`src/rtl/score_pkg.sv`:
```
// Shared types and helpers for the BCD score display path.
package score_pkg;

    typedef logic [3:0] bcd_t;

    typedef struct packed {
        bcd_t tens;
        bcd_t units;
    } bcd2_t;

    typedef enum logic {
        IDLE = 1'b0,
        HOLD = 1'b1
    } score_state_e;

    // Two-digit BCD increment; 99 saturates rather than wrapping to an illegal tens digit.
    function automatic bcd2_t bcd2_inc(input bcd2_t v);
        bcd2_t r;
        r = v;
        if (v.tens == 4'd9 && v.units == 4'd9) begin
            r = v;
        end else if (v.units == 4'd9) begin
            r.units = 4'd0;
            r.tens  = v.tens + 4'd1;
        end else begin
            r.units = v.units + 4'd1;
        end
        return r;
    endfunction

endpackage

```
`src/rtl/score_bcd_counter_if.sv`:
```
// Score counter bus: game-logic inputs, video digit select, and the SN7448-facing outputs.
interface score_bcd_counter_if;
    import score_pkg::*;

    logic  clr;
    logic  enable;
    logic  score_in;
    logic  digit_sel;
    bcd_t  bcd;
    logic  rbi_n;
    bcd2_t score;
    logic  win;
    logic  busy;

    // Game/video side
    modport master (
        output clr, enable, score_in, digit_sel,
        input  bcd, rbi_n, score, win, busy
    );

    // Counter side
    modport slave (
        input  clr, enable, score_in, digit_sel,
        output bcd, rbi_n, score, win, busy
    );

endinterface

```
`src/rtl/bcd_digit_mux.sv`:
```
// Selects the tens or units nibble for a time-shared SN7448 and drives its
// ripple-blanking input so a leading-zero tens digit can be suppressed.
module bcd_digit_mux
    import score_pkg::*;
#(
    parameter logic BLANK_LEAD = 1'b1
) (
    input  bcd2_t value_i,
    input  logic  digit_sel_i,
    output bcd_t  bcd_o,
    output logic  rbi_n_o
);

    assign bcd_o   = digit_sel_i ? value_i.tens : value_i.units;
    // Only the tens digit is ever blanked; a units zero is always shown.
    assign rbi_n_o = ~(BLANK_LEAD & digit_sel_i & (value_i.tens == 4'd0));

endmodule

```
`src/rtl/score_bcd_counter.sv`:
```
// Two-digit BCD score counter for one player: rising-edge event detect,
// holdoff after each accepted event, freeze at WIN_SCORE, and a digit mux
// feeding a shared SN7448 decoder.
module score_bcd_counter
    import score_pkg::*;
#(
    parameter logic [7:0] WIN_SCORE  = 8'h99,
    parameter int         HOLDOFF    = 16,
    parameter logic       BLANK_LEAD = 1'b1
) (
    input logic               clk_sys,
    input logic               reset,
    score_bcd_counter_if.slave bus
);

    localparam int CNT_W = (HOLDOFF > 1) ? $clog2(HOLDOFF) : 1;
    localparam logic [CNT_W-1:0] HOLD_LOAD = CNT_W'(HOLDOFF - 1);

    logic             s_q;
    score_state_e     state_q, state_d;
    logic [CNT_W-1:0] cnt_q, cnt_d;
    bcd2_t            score_q, score_d;
    logic             win_q, win_d;
    logic             evt;
    bcd2_t            score_inc;

    assign evt       = bus.score_in & ~s_q;
    assign score_inc = bcd2_inc(score_q);

    // Next-state logic: accept an event only when idle, enabled and not yet won.
    always_comb begin
        state_d = state_q;
        cnt_d   = cnt_q;
        score_d = score_q;
        win_d   = win_q;
        case (state_q)
            IDLE: begin
                if (evt && bus.enable && !win_q) begin
                    score_d = score_inc;
                    win_d   = (score_inc == bcd2_t'(WIN_SCORE));
                    cnt_d   = HOLD_LOAD;
                    state_d = HOLD;
                end
            end
            HOLD: begin
                // Events are ignored here; enable dropping does not cut the holdoff short.
                if (cnt_q == '0) begin
                    state_d = IDLE;
                end else begin
                    cnt_d = cnt_q - CNT_W'(1);
                end
            end
            default: state_d = IDLE;
        endcase
    end

    // State registers; clr behaves exactly like reset and wins over a same-cycle event.
    always_ff @(posedge clk_sys) begin
        if (reset || bus.clr) begin
            s_q     <= 1'b0;
            state_q <= IDLE;
            cnt_q   <= '0;
            score_q <= '0;
            win_q   <= 1'b0;
        end else begin
            s_q     <= bus.score_in;
            state_q <= state_d;
            cnt_q   <= cnt_d;
            score_q <= score_d;
            win_q   <= win_d;
        end
    end

    assign bus.score = score_q;
    assign bus.win   = win_q;
    assign bus.busy  = (state_q == HOLD);

    bcd_digit_mux #(
        .BLANK_LEAD (BLANK_LEAD)
    ) u_digit_mux (
        .value_i     (score_q),
        .digit_sel_i (bus.digit_sel),
        .bcd_o       (bus.bcd),
        .rbi_n_o     (bus.rbi_n)
    );

    a_bcd_digits_legal: assert property (@(posedge clk_sys) disable iff (reset)
        (score_q.tens <= 4'd9) && (score_q.units <= 4'd9));

endmodule

```
`src/flat_wrapper.sv`:
```
// flat-port wrapper written by rule: the top's interface ports become plain ports
module score_bcd_counter_flat import score_pkg::*;
#(
    parameter logic [7:0] WIN_SCORE  = 8'h99,
    parameter int         HOLDOFF    = 16,
    parameter logic       BLANK_LEAD = 1'b1
)
  (clk_sys, reset, bus_clr, bus_enable, bus_score_in, bus_digit_sel, bus_bcd, bus_rbi_n, bus_score, bus_win, bus_busy);
  score_bcd_counter_if bus_i ();
  input logic clk_sys;
  input logic reset;
  input wire logic [$bits(bus_i.clr)-1:0] bus_clr;
  input wire logic [$bits(bus_i.enable)-1:0] bus_enable;
  input wire logic [$bits(bus_i.score_in)-1:0] bus_score_in;
  input wire logic [$bits(bus_i.digit_sel)-1:0] bus_digit_sel;
  output wire logic [$bits(bus_i.bcd)-1:0] bus_bcd;
  output wire logic [$bits(bus_i.rbi_n)-1:0] bus_rbi_n;
  output wire logic [$bits(bus_i.score)-1:0] bus_score;
  output wire logic [$bits(bus_i.win)-1:0] bus_win;
  output wire logic [$bits(bus_i.busy)-1:0] bus_busy;
  assign bus_i.clr = bus_clr;
  assign bus_i.enable = bus_enable;
  assign bus_i.score_in = bus_score_in;
  assign bus_i.digit_sel = bus_digit_sel;
  assign bus_bcd = bus_i.bcd;
  assign bus_rbi_n = bus_i.rbi_n;
  assign bus_score = bus_i.score;
  assign bus_win = bus_i.win;
  assign bus_busy = bus_i.busy;
  score_bcd_counter #(.WIN_SCORE(WIN_SCORE), .HOLDOFF(HOLDOFF), .BLANK_LEAD(BLANK_LEAD)) u_core (.clk_sys(clk_sys), .reset(reset), .bus(bus_i));
endmodule
```
`config.mk`:
```
export PLATFORM = sky130hd
export DESIGN_NAME = score_bcd_counter_flat
export DESIGN_NICKNAME = d
export VERILOG_FILES = /design/src/rtl/score_pkg.sv /design/src/rtl/score_bcd_counter_if.sv /design/src/rtl/bcd_digit_mux.sv /design/src/rtl/score_bcd_counter.sv /design/src/flat_wrapper.sv
export SDC_FILE = /design/constraint.sdc
export NUM_CORES = 1
export LEC_CHECK = 0
export BUFFER_PORTS_ARGS = -buffer_cell sky130_fd_sc_hd__buf_2
export CAP_MARGIN = 10
export CORE_MARGIN = 3
export CORE_UTILIZATION = 45
export DETAILED_ROUTE_END_ITERATION = 8
export PLACE_DENSITY_LB_ADDON = 0.2
export SYNTH_ARGS = -nofsm -noshare
export SYNTH_HDL_FRONTEND = slang
export SYNTH_SLANG_ARGS = --single-unit
```
`constraint.sdc`:
```
create_clock -name clk_sys -period 1.7 [get_ports clk_sys]
set_clock_uncertainty 0.05 [all_clocks]
set_input_delay 0.255 -clock clk_sys [delete_from_list [all_inputs] [get_ports clk_sys]]
set_output_delay 0.255 -clock clk_sys [all_outputs]
set_load 0.05 [all_outputs]
```
==> results of run 1 <==
-- Yosys cell counts (2+ instances only) --
cell type  count  area share [%]
nor3_1         4             2.4
a211oi_1       2             1.8
and2_1         2             1.5
dfxtp_1       15              36
nor2_1         9             4.1
nand3_1        2             1.2
xnor2_1        2             2.1
a21oi_1       10             6.0
mux2_2         2             2.7
nand2_1        7             3.2
inv_1          7             3.2
ha_1           5             7.5
nand4_1        2             1.5
a21boi_0       2             1.8
o21ai_0        5             3.0
-- final cells by class --
| class | instances | share of cell area, % |
|---|---|---|
| multi-input cells | 72 | 50.6 |
| flip-flops and latches | 15 | 30.7 |
| repair buffers | 21 | 10.6 |
| well taps | 24 | 2.95 |
| clock buffers | 4 | 2.58 |
| inverters | 7 | 2.58 |
-- layer usage --
| layer | global-route usage, % | vias to the layer above | part of all wire (%) |
|---|---|---|---|
| li1 | - | 397 | - |
| met1 | 22.7 | 354 | 48 |
| met2 | 26.0 | 25 | 46 |
| met3 | 4.28 | 4 | 4.7 |
| met4 | 9.95 | 0 | 0.67 |
| met5 | 0 | - | 0 |
-- power groups by stage --
stage          logic [uW]  registers [uW]  clock network (uW)
2_1_floorplan        41.4             374                   0
3_3_place_gp         67.1             369                   0
3_5_place_dp         68.4             369                   0
4_1_cts              68.8             361                 215
5_1_grt              75.5             363                 236
6_report             69.1             361                 207
-- logic make-up after synthesis --
logic type | Yosys count | synth area share [%]
AND/OR/NAND/NOR | 37 | 27.9
adder cells (fa/ha/maj) | 5 | 7.51
buffers and inverters | 8 | 3.60
XOR/XNOR | 2 | 2.10
multiplexers | 2 | 2.70
flip-flops | 15 | 36.0
AO/OA/AOI/OAI | 26 | 20.1
-- flip-flops by register name, summed over array words and instances (netlist names) --
| register | count |
|---|---|
| u_core.s_q | 1 |
| u_core.bus.busy | 1 |
| u_core.bus.score | 8 |
| u_core.bus.win | 1 |
| u_core.cnt_q | 4 |
-- worst max-delay path by stage --
stage	from	to	slack (ns)	cells past startpoint
6_report	u_core.bus.win	u_core.bus.score[5]	-0.0005	4
5_1_grt	u_core.bus.win	u_core.bus.score[5]	-0.05	4
4_1_cts	u_core.bus.win	u_core.bus.score[5]	0.009	4
3_5_place_dp	u_core.bus.win	u_core.bus.score[5]	0.04	4
3_3_place_gp	u_core.bus.win	u_core.bus.score[3]	0.1	4
2_1_floorplan	u_core.bus.win	u_core.bus.score[3]	0.006	4
-- metrics by stage --
stage / TNS, ns / utilization [%] / cells / cell area [sq um] / power [uW]
after detailed placement: 0 / 60.8 / 139 / 990 / 438
after global placement: 0 / 60.8 / 139 / 990 / 436
after floorplan: 0 / - / 95 / 856 / 415
final: -0.000451 / 62.5 / 143 / 1020 / 637
after global routing: -0.0467 / 62.5 / 143 / 1020 / 674
after CTS: 0 / 62.4 / 143 / 1020 / 645
-- cells in the final DEF (no fill, tap or decap), types with 2 or more instances in the layout --
cell / n
a211oi_1: 2
a21oi_1: 10
and2_1: 2
buf_2: 20
clkbuf_4: 3
dfxtp_1: 7
dfxtp_2: 7
ha_1: 5
inv_1: 7
mux2_2: 2
nand2_1: 7
nand3_1: 2
nand4_1: 2
nor2_1: 8
nor3_1: 4
o21ai_0: 3
o21ai_2: 2
xnor2_1: 2
==> results.json, run 1 <==
{
  "cts_tree": "built",
  "cts.sink_count": 15,
  "num_io_pins": 21,
  "antennaDiodeCount": 0,
  "r2r_slack_ns": -0.0005,
  "grt_pass1_wl_um": 3260,
  "initial_utilization_pct": 51.2,
  "post-cts-setup-buffers": 0,
  "synth-edff-count": 0,
  "syn_area_sq_um": 833,
  "track_usage_pct": 17.4,
  "num_rows": 14,
  "cp_cell_sequence": "or4b_4 > nor3_4 > a211oi_1 > a41o_1",
  "crit_path_end_kind": "flop",
  "switching_power_uw": 166,
  "ys.flop_type": "dfxtp_1",
  "drc": 0,
  "ys_types": 34,
  "antenna_left": 0,
  "nFillCells": 142,
  "hold_violations": 0,
  "cts_buffers": 3,
  "drv_slew": 0,
  "hold_path_class": "primary input to flop",
  "antenna_found_initial": 0,
  "drtIter0Drc": 26,
  "cp_max_fo": 6,
  "cp_top_family": "simple AND/OR/NAND/NOR gates",
  "path_clk_slew_ns": 0.09,
  "slowest_delay_ns": 0.60,
  "dieArea_sq_um": 2400,
  "arrival_ns": 1.83,
  "die_x_um": 49.0,
  "reg2reg_depth": 4,
  "clk_latency_ns": 0.28,
  "cts_hold_buf": 0,
  "rsz0062_at_grt": "yes",
  "grt_max_degree": 13,
  "vias": 780,
  "multiInputGateArea_sq_um": 515,
  "crit_slowest_cell": "or4b_4",
  "setup_viol": 1,
  "drt-pass1-iter-count": 4,
  "vdd_drop_max_mv": 0.414,
  "place.gp.congestion": 0.844,
  "min_period_ns": 1.70,
  "core_area_sq_um": 1630,
  "grt_pass1_vias": 708,
  "fp.dieH_um": 49.0,
  "synth_seq_cells": 15,
  "hpwlAfterDp_um": 1430,
  "setup_ws_ns": -0.000451,
  "cts_root_buffer": "clkbuf_4",
  "power_frac_seq_pct": 56.7,
  "combPwrFrac_pct": 10.9,
  "status": "complete, but fails checks",
  "hold-worst-slack_ns": 0.151,
  "fmax_ghz": 0.588,
  "crit_type": "flop to flop",
  "portBuffers": 20,
  "p_sw_share_pct": 26.0,
  "max-slew-margin-rel_pct": 77.9,
  "syn_inst": 95,
  "synth_warnings": 0,
  "cts_resized": 0,
  "critPathLaunchType": "flop",
  "htree_levels": 1,
  "violations": "negative setup slack",
  "register_area_sq_um": 313,
  "avgRoutedWirePerCell_um": 13.5,
  "nets": 131,
  "r2r-start": "u_core.bus.win",
  "clockPowerShare_pct": 32.4,
  "wirelength_um": 1930,
  "worstHoldStart": "bus_score_in",
  "power_density_nw_per_um2": 625,
  "dpl_worst_slack_ns": 0.0370,
  "required_ns": 1.83,
  "vias_per_cell": 5.45,
  "p_leak_uw": 0.000432,
  "final_layout_size_suffix_gt1_share_pct": 37.0,
  "min_path_cells": 2,
  "hold_path_end": "u_core.s_q",
  "synthArstFlopShare_pct": 0,
  "drv_cap": 0,
  "synth_nets": 106,
  "synth_seq_area_share_pct": 36.0,
  "tightestPinTransition_ns": 0.327,
  "r2r_end": "u_core.bus.score[5]",
  "internal-power_uw": 471,
  "period_share_pct": 100,
  "overflow": 0,
  "clk_path_buf_depth": 2,
  "syn_area_per_cell_sq_um": 8.77,
  "worst-path-buf-inv": 0,
  "area_growth_pct": 22.2
}
Note: power is estimated with default switching activity, not from simulation.
==> run 2, diff against run 1 <==
- SYNTH_HIERARCHICAL: unset -> 1
- clock period: 1.7 -> 1.5 ns (I/O delays scaled with it)
==> results.json, run 2 <==
{
  "num_rows": 15,
  "cts.sink_count": 15,
  "crit_path_end_kind": "output port",
  "overflow": 0,
  "status": "complete, but fails checks",
  "min_path_cells": 2,
  "vdd_drop_max_mv": 0.594,
  "setup_ws_ns": -0.125,
  "design_area_sq_um": 1270,
  "nets": 146,
  "die_x_um": 50.6,
  "portBuffers": 20,
  "crit_type": "flop to output port",
  "met2_usage_pct": 28.7,
  "drc": 0,
  "gr-usage-met3_pct": 2.67,
  "vias_per_cell": 5.38,
  "cp_max_fo": 4,
  "clk_latency_ns": 0.28,
  "clockPowerShare_pct": 31.5,
  "power_density_nw_per_um2": 587,
  "num_io_pins": 21,
  "synth_seq_area_share_pct": 33.6,
  "hold_path_class": "primary input to flop",
  "power_frac_seq_pct": 54.5,
  "grt_pass1_vias": 767,
  "synth-edff-count": 0,
  "critPathLaunchType": "flop",
  "synth_nets": 109,
  "cp_cell_sequence": "nand2b_1 > or4_4 > buf_6",
  "avgRoutedWirePerCell_um": 13.5,
  "yosysMostFrequentCell": "dfxtp_1",
  "drv_cap": 0,
  "crit_slowest_cell": "or4_4",
  "area_growth_pct": 41.8,
  "fp.dieH_um": 50.6,
  "arrival_ns": 1.35,
  "ys_types": 34,
  "synth_area_leaders": "dfxtp_1 34%, nand4bb_4 6.2%, nor2_1 5.9%, ha_1 5.6%, mux2_2 5.0%",
  "vias": 861,
  "top_usage_layer": "met2",
  "track_usage_pct": 17.6,
  "fmax_ghz": 0.615,
  "antennaDiodeCount": 0,
  "antenna_left": 0,
  "cts_tree": "built",
  "core_area_sq_um": 1800,
  "synth.top_cell.area_share_pct": 33.6,
  "initial_utilization_pct": 49.7,
  "drt-pass1-iter-count": 4,
  "clk_path_buf_depth": 2,
  "final_layout_size_suffix_gt1_share_pct": 51.9,
  "reg2reg_depth": 6,
  "p_sw_share_pct": 26.7,
  "cts_buffers": 3,
  "placed_area_sq_um": 1140,
  "min_period_ns": 1.62,
  "switching_power_uw": 199,
  "ys.flop_type": "dfxtp_1",
  "setup_viol": 6,
  "antenna_found_initial": 0,
  "synthArstFlopShare_pct": 0,
  "yosysTopAreaCell": "dfxtp_1",
  "drv_slew": 0,
  "syn_area_per_cell_sq_um": 9.04,
  "place.gp.congestion": 0.864,
  "synth_commonest_cells": "15 x dfxtp_1, 14 x nor2_1, 7 x a21oi_1, 6 x nand3_1, 5 x inv_1",
  "power_uw": 745,
  "mostFrequentLayoutCells": "16 x buf_2, 14 x nor2_1, 13 x buf_4",
  "final_common_cell": "buf_2",
  "cts_hold_buf": 0,
  "htree_levels": 1,
  "dieArea_sq_um": 2560,
  "period_share_pct": 108,
  "slowest_delay_ns": 0.41,
  "syn_inst": 99,
  "path_clk_slew_ns": 0.10,
  "wirelength_um": 2170,
  "rsz0062_at_grt": "yes",
  "hpwlAfterDp_um": 1540,
  "grt_pass1_wl_um": 3520,
  "internal-power_uw": 546,
  "hold_violations": 0,
  "synth_seq_cells": 15,
  "p_leak_uw": 0.000496,
  "largest_reg_flops": 8,
  "synth_warnings": 6,
  "use_met1_pct": 24.6,
  "cts_root_buffer": "clkbuf_4",
  "violations": "negative setup slack",
  "drtIter0Drc": 30,
  "max-slew-margin-rel_pct": 80.1,
  "required_ns": 1.22,
  "tightestPinTransition_ns": 0.295,
  "grt_max_degree": 12,
  "syn_area_sq_um": 895,
  "combPwrFrac_pct": 14.0
}
[run 2: changes by cell type after synthesis, moves of 2 or more]
cell / before / now
a21boi_0: 2 / 0
inv_1: 7 / 5
o21ai_0: 5 / 2
a21oi_1: 10 / 7
xor2_1: 0 / 2
nor3_1: 4 / 2
nand4bb_4: 0 / 2
nor2_1: 9 / 14
xnor2_1: 2 / 4
nand2_1: 7 / 4
o31ai_1: 0 / 2
a311oi_1: 0 / 3
nand3_1: 2 / 6
mux2_2: 2 / 4
[run 2: worst paths after layout]
| kind | slack [ns] | start | end |
|---|---|---|---|
| min reg2reg | 0.48 | u_core/cnt_q[1] | u_core/cnt_q[1] |
| max | -0.12 | u_core/bus.score[4] | bus_rbi_n |
| max reg2reg | -0.12 | u_core/bus.score[4] | u_core/bus.score[6] |
| min | 0.15 | bus_score_in | u_core/s_q |
[run 2: through the flow]
step | cells | hold WS [ns] | util, % | setup slack, ns | setup TNS, ns
after CTS | 159 | 0.140 | 68.4 | -0.136 | -0.394
after global routing | 160 | 0.153 | 70.4 | -0.186 | -0.749
after floorplan | 99 | 0.297 | - | -0.0367 | -0.0602
after detailed placement | 152 | 0.441 | 63.3 | -0.0398 | -0.0441
final | 160 | 0.146 | 70.4 | -0.125 | -0.391
after global placement | 152 | 0.432 | 63.3 | 0.0287 | 0
[run 2: cells by family after synthesis]
logic type | count (synthesis) | synth area share (%)
and+or+nand+nor | 43 | 31.3
AOI/OAI and AO/OA | 19 | 14.4
DFF | 15 | 33.6
buffers and inverters | 7 | 3.08
xor gates and xnor gates | 6 | 5.87
muxes | 5 | 6.15
adders and majority gates | 4 | 5.59
[run 2: metal layers]
layer  share of wire (%)  wire length [um]
met1                  46               996
met2                  49              1070
met3                 4.0                86
met4                0.55                12
met5                   0                 0
[run 2: timing repair]
item / 4_1_cts / 5_1_grt
gates resized for setup: 11 / 10
pin swaps: 3 / 2
setup endpoints to repair: 9 / 14
setup buffers: 3 / 1
[run 2: final cells by class]
type | count | area [sq um]
Clock buffer | 3 | 22.5
Clock inverter | 1 | 5.00
Fill cell | 149 | 533
Inverter | 5 | 18.8
Multi-Input combinational cell | 77 | 632
Sequential cell | 15 | 322
Tap cell | 25 | 31.3
Timing Repair Buffer | 34 | 238
[run 2: power groups by stage]
| stage | sequential (uW) | combinational, uW | clock [uW] |
|---|---|---|---|
| floorplan | 424 | 56.1 | 0 |
| global placement | 416 | 94.3 | 0 |
| detailed placement | 416 | 95.9 | 0 |
| finish | 406 | 105 | 234 |
| global route | 407 | 113 | 264 |
| CTS | 405 | 98.3 | 246 |
[run 2: critical path, delay by kind of cell (launching register included)]
kind | cells | cell delay, ns
AND/OR/NAND/NOR | 2 | 0.54
flip-flops | 1 | 0.36
buffers and inverters | 1 | 0.17
==> run 3, diff against run 2 <==
- CELL_PAD_IN_SITES_DETAIL_PLACEMENT: unset -> 1
- CELL_PAD_IN_SITES_GLOBAL_PLACEMENT: unset -> 1
- CORE_UTILIZATION: 45 -> 35
==> results.json, run 3 (synthesis results as in run 2) <==
{
  "htree_levels": 1,
  "critPathLaunchType": "flop",
  "worstHoldStart": "bus_score_in",
  "place.gp.congestion": 0.778,
  "setup_ws_ns": -0.213,
  "vdd_drop_max_mv": 0.434,
  "cp_cell_sequence": "buf_4 > inv_2 > ha_4 > buf_4 > nand3b_1 > o21ai_2 > nand4_1 > o31ai_2",
  "hold_path_class": "primary input to flop",
  "drv_cap": 0,
  "clk_latency_ns": 0.28,
  "setup_viol": 8,
  "fmax_ghz": 0.584,
  "grt_pass1_vias": 1002,
  "initial_utilization_pct": 38.6,
  "mostFrequentLayoutCells": "19 x buf_4, 15 x buf_2, 13 x nor2_1",
  "area_growth_pct": 58.2,
  "fp.dieH_um": 56.6,
  "nets": 155,
  "avgRoutedWirePerCell_um": 19.7,
  "vias": 953,
  "drv_slew": 0,
  "crit_slowest_cell": "dfxtp_4",
  "crit_path_end_kind": "flop",
  "drtIter0Drc": 56,
  "track_usage_pct": 19.8,
  "overflow": 0,
  "grt_pass1_wl_um": 4920,
  "largest_reg_flops": 8,
  "dieArea_sq_um": 3200,
  "drc": 0,
  "tightestPinTransition_ns": 0.366,
  "drt-pass1-iter-count": 4,
  "hpwlAfterDp_um": 2020,
  "required_ns": 1.65,
  "hold-worst-slack_ns": 0.188,
  "path_clk_slew_ns": 0.10,
  "antennaDiodeCount": 0,
  "cts_buffers": 3,
  "num_rows": 17,
  "power_density_nw_per_um2": 556,
  "die_x_um": 56.6,
  "status": "complete, but fails checks",
  "nFillCells": 272,
  "cts.sink_count": 15,
  "wirelength_um": 3390,
  "antenna_found_initial": 0,
  "vias_per_cell": 5.54,
  "cp_max_fo": 3,
  "setup_tns_ns": -0.679,
  "critPathLaunch": "u_core/bus.score[5]",
  "cts_tree": "built",
  "hold_violations": 0,
  "cts_root_buffer": "clkbuf_4",
  "min_period_ns": 1.71,
  "num_io_pins": 21,
  "p_leak_uw": 0.000565,
  "final_layout_size_suffix_gt1_share_pct": 58.3,
  "crit_top_cell": "buf_4",
  "grt_max_degree": 12,
  "clk_path_buf_depth": 2,
  "rsz0062_at_grt": "yes",
  "power_uw": 787,
  "portBuffers": 20,
  "final_common_cell": "buf_4",
  "violations": "negative setup slack",
  "r2r-start": "u_core/bus.score[5]",
  "core_area_sq_um": 2320,
  "max-slew-margin-rel_pct": 75.5,
  "antenna_left": 0,
  "period_share_pct": 114,
  "crit_type": "flop to flop",
  "slowest_delay_ns": 0.36,
  "arrival_ns": 1.86
}
==> run 3: cell types whose count changed in the layout (fill, tap and decap cells not counted), sizes merged <==
cell,change
buf,+9
==> run 3: critical path, delay by kind of cell (launching register included) <==
family	cells	cell delay (ns)
flops	1	0.36
buf+inv	3	0.32
compound gates	2	0.45
fa+ha+maj	1	0.14
simple gates	2	0.30
==> run 3: path summary, 6_finish.rpt <==
path | to | cells past startpoint | slack [ns]
worst max-delay path | u_core/bus.win | 8 | -0.21
worst max register to register | u_core/bus.win | 8 | -0.21
worst min register to register | u_core/cnt_q[1] | 2 | 0.52
worst min-delay path | u_core/s_q | 2 | 0.19
==> run 3: where the power goes <==
part	total, uW	switching [uW]	internal (uW)
combinational	139	77.6	61.6
sequential	409	6.45	402
clock	239	140	98.8
total	787	224	562
==> run 3: routing by layer <==
metal | vias to the layer above | routed length (um) | track usage (%)
met5 | - | 0 | 0
met4 | 0 | 73 | 8.81
met3 | 8 | 110 | 3.22
met2 | 28 | 1640 | 34.0
met1 | 466 | 1570 | 23.8
li1 | 451 | - | -
==> run 3: metrics by stage <==
stage	std cells	utilization [%]	setup slack, ns	instance area (sq um)
floorplan	99	-	-0.0367	943
global route	172	61.0	-0.260	1420
detailed placement	158	50.4	-0.0549	1170
CTS	166	54.8	-0.206	1270
global placement	158	50.4	0.0350	1170
finish	172	61.0	-0.213	1420
==> run 3: repair_timing <==
item,CTS,global route
pin swaps,5,4
setup buffers,4,5
endpoints found under the setup margin,9,17
gates cloned,0,1
hold buffers,0,0
resized for setup,14,23
==> run 3: area by class of cell <==
| type | count | area (sq um) | share of cell area, % |
|---|---|---|---|
| Multi-Input combinational cell | 77 | 672 | 47.5 |
| Sequential cell | 15 | 319 | 22.5 |
| Inverter | 5 | 18.8 | 1.33 |
| Clock inverter | 1 | 5.00 | 0.354 |
| Timing Repair Buffer | 43 | 343 | 24.2 |
| Tap cell | 28 | 35.0 | 2.48 |
| Clock buffer | 3 | 22.5 | 1.59 |
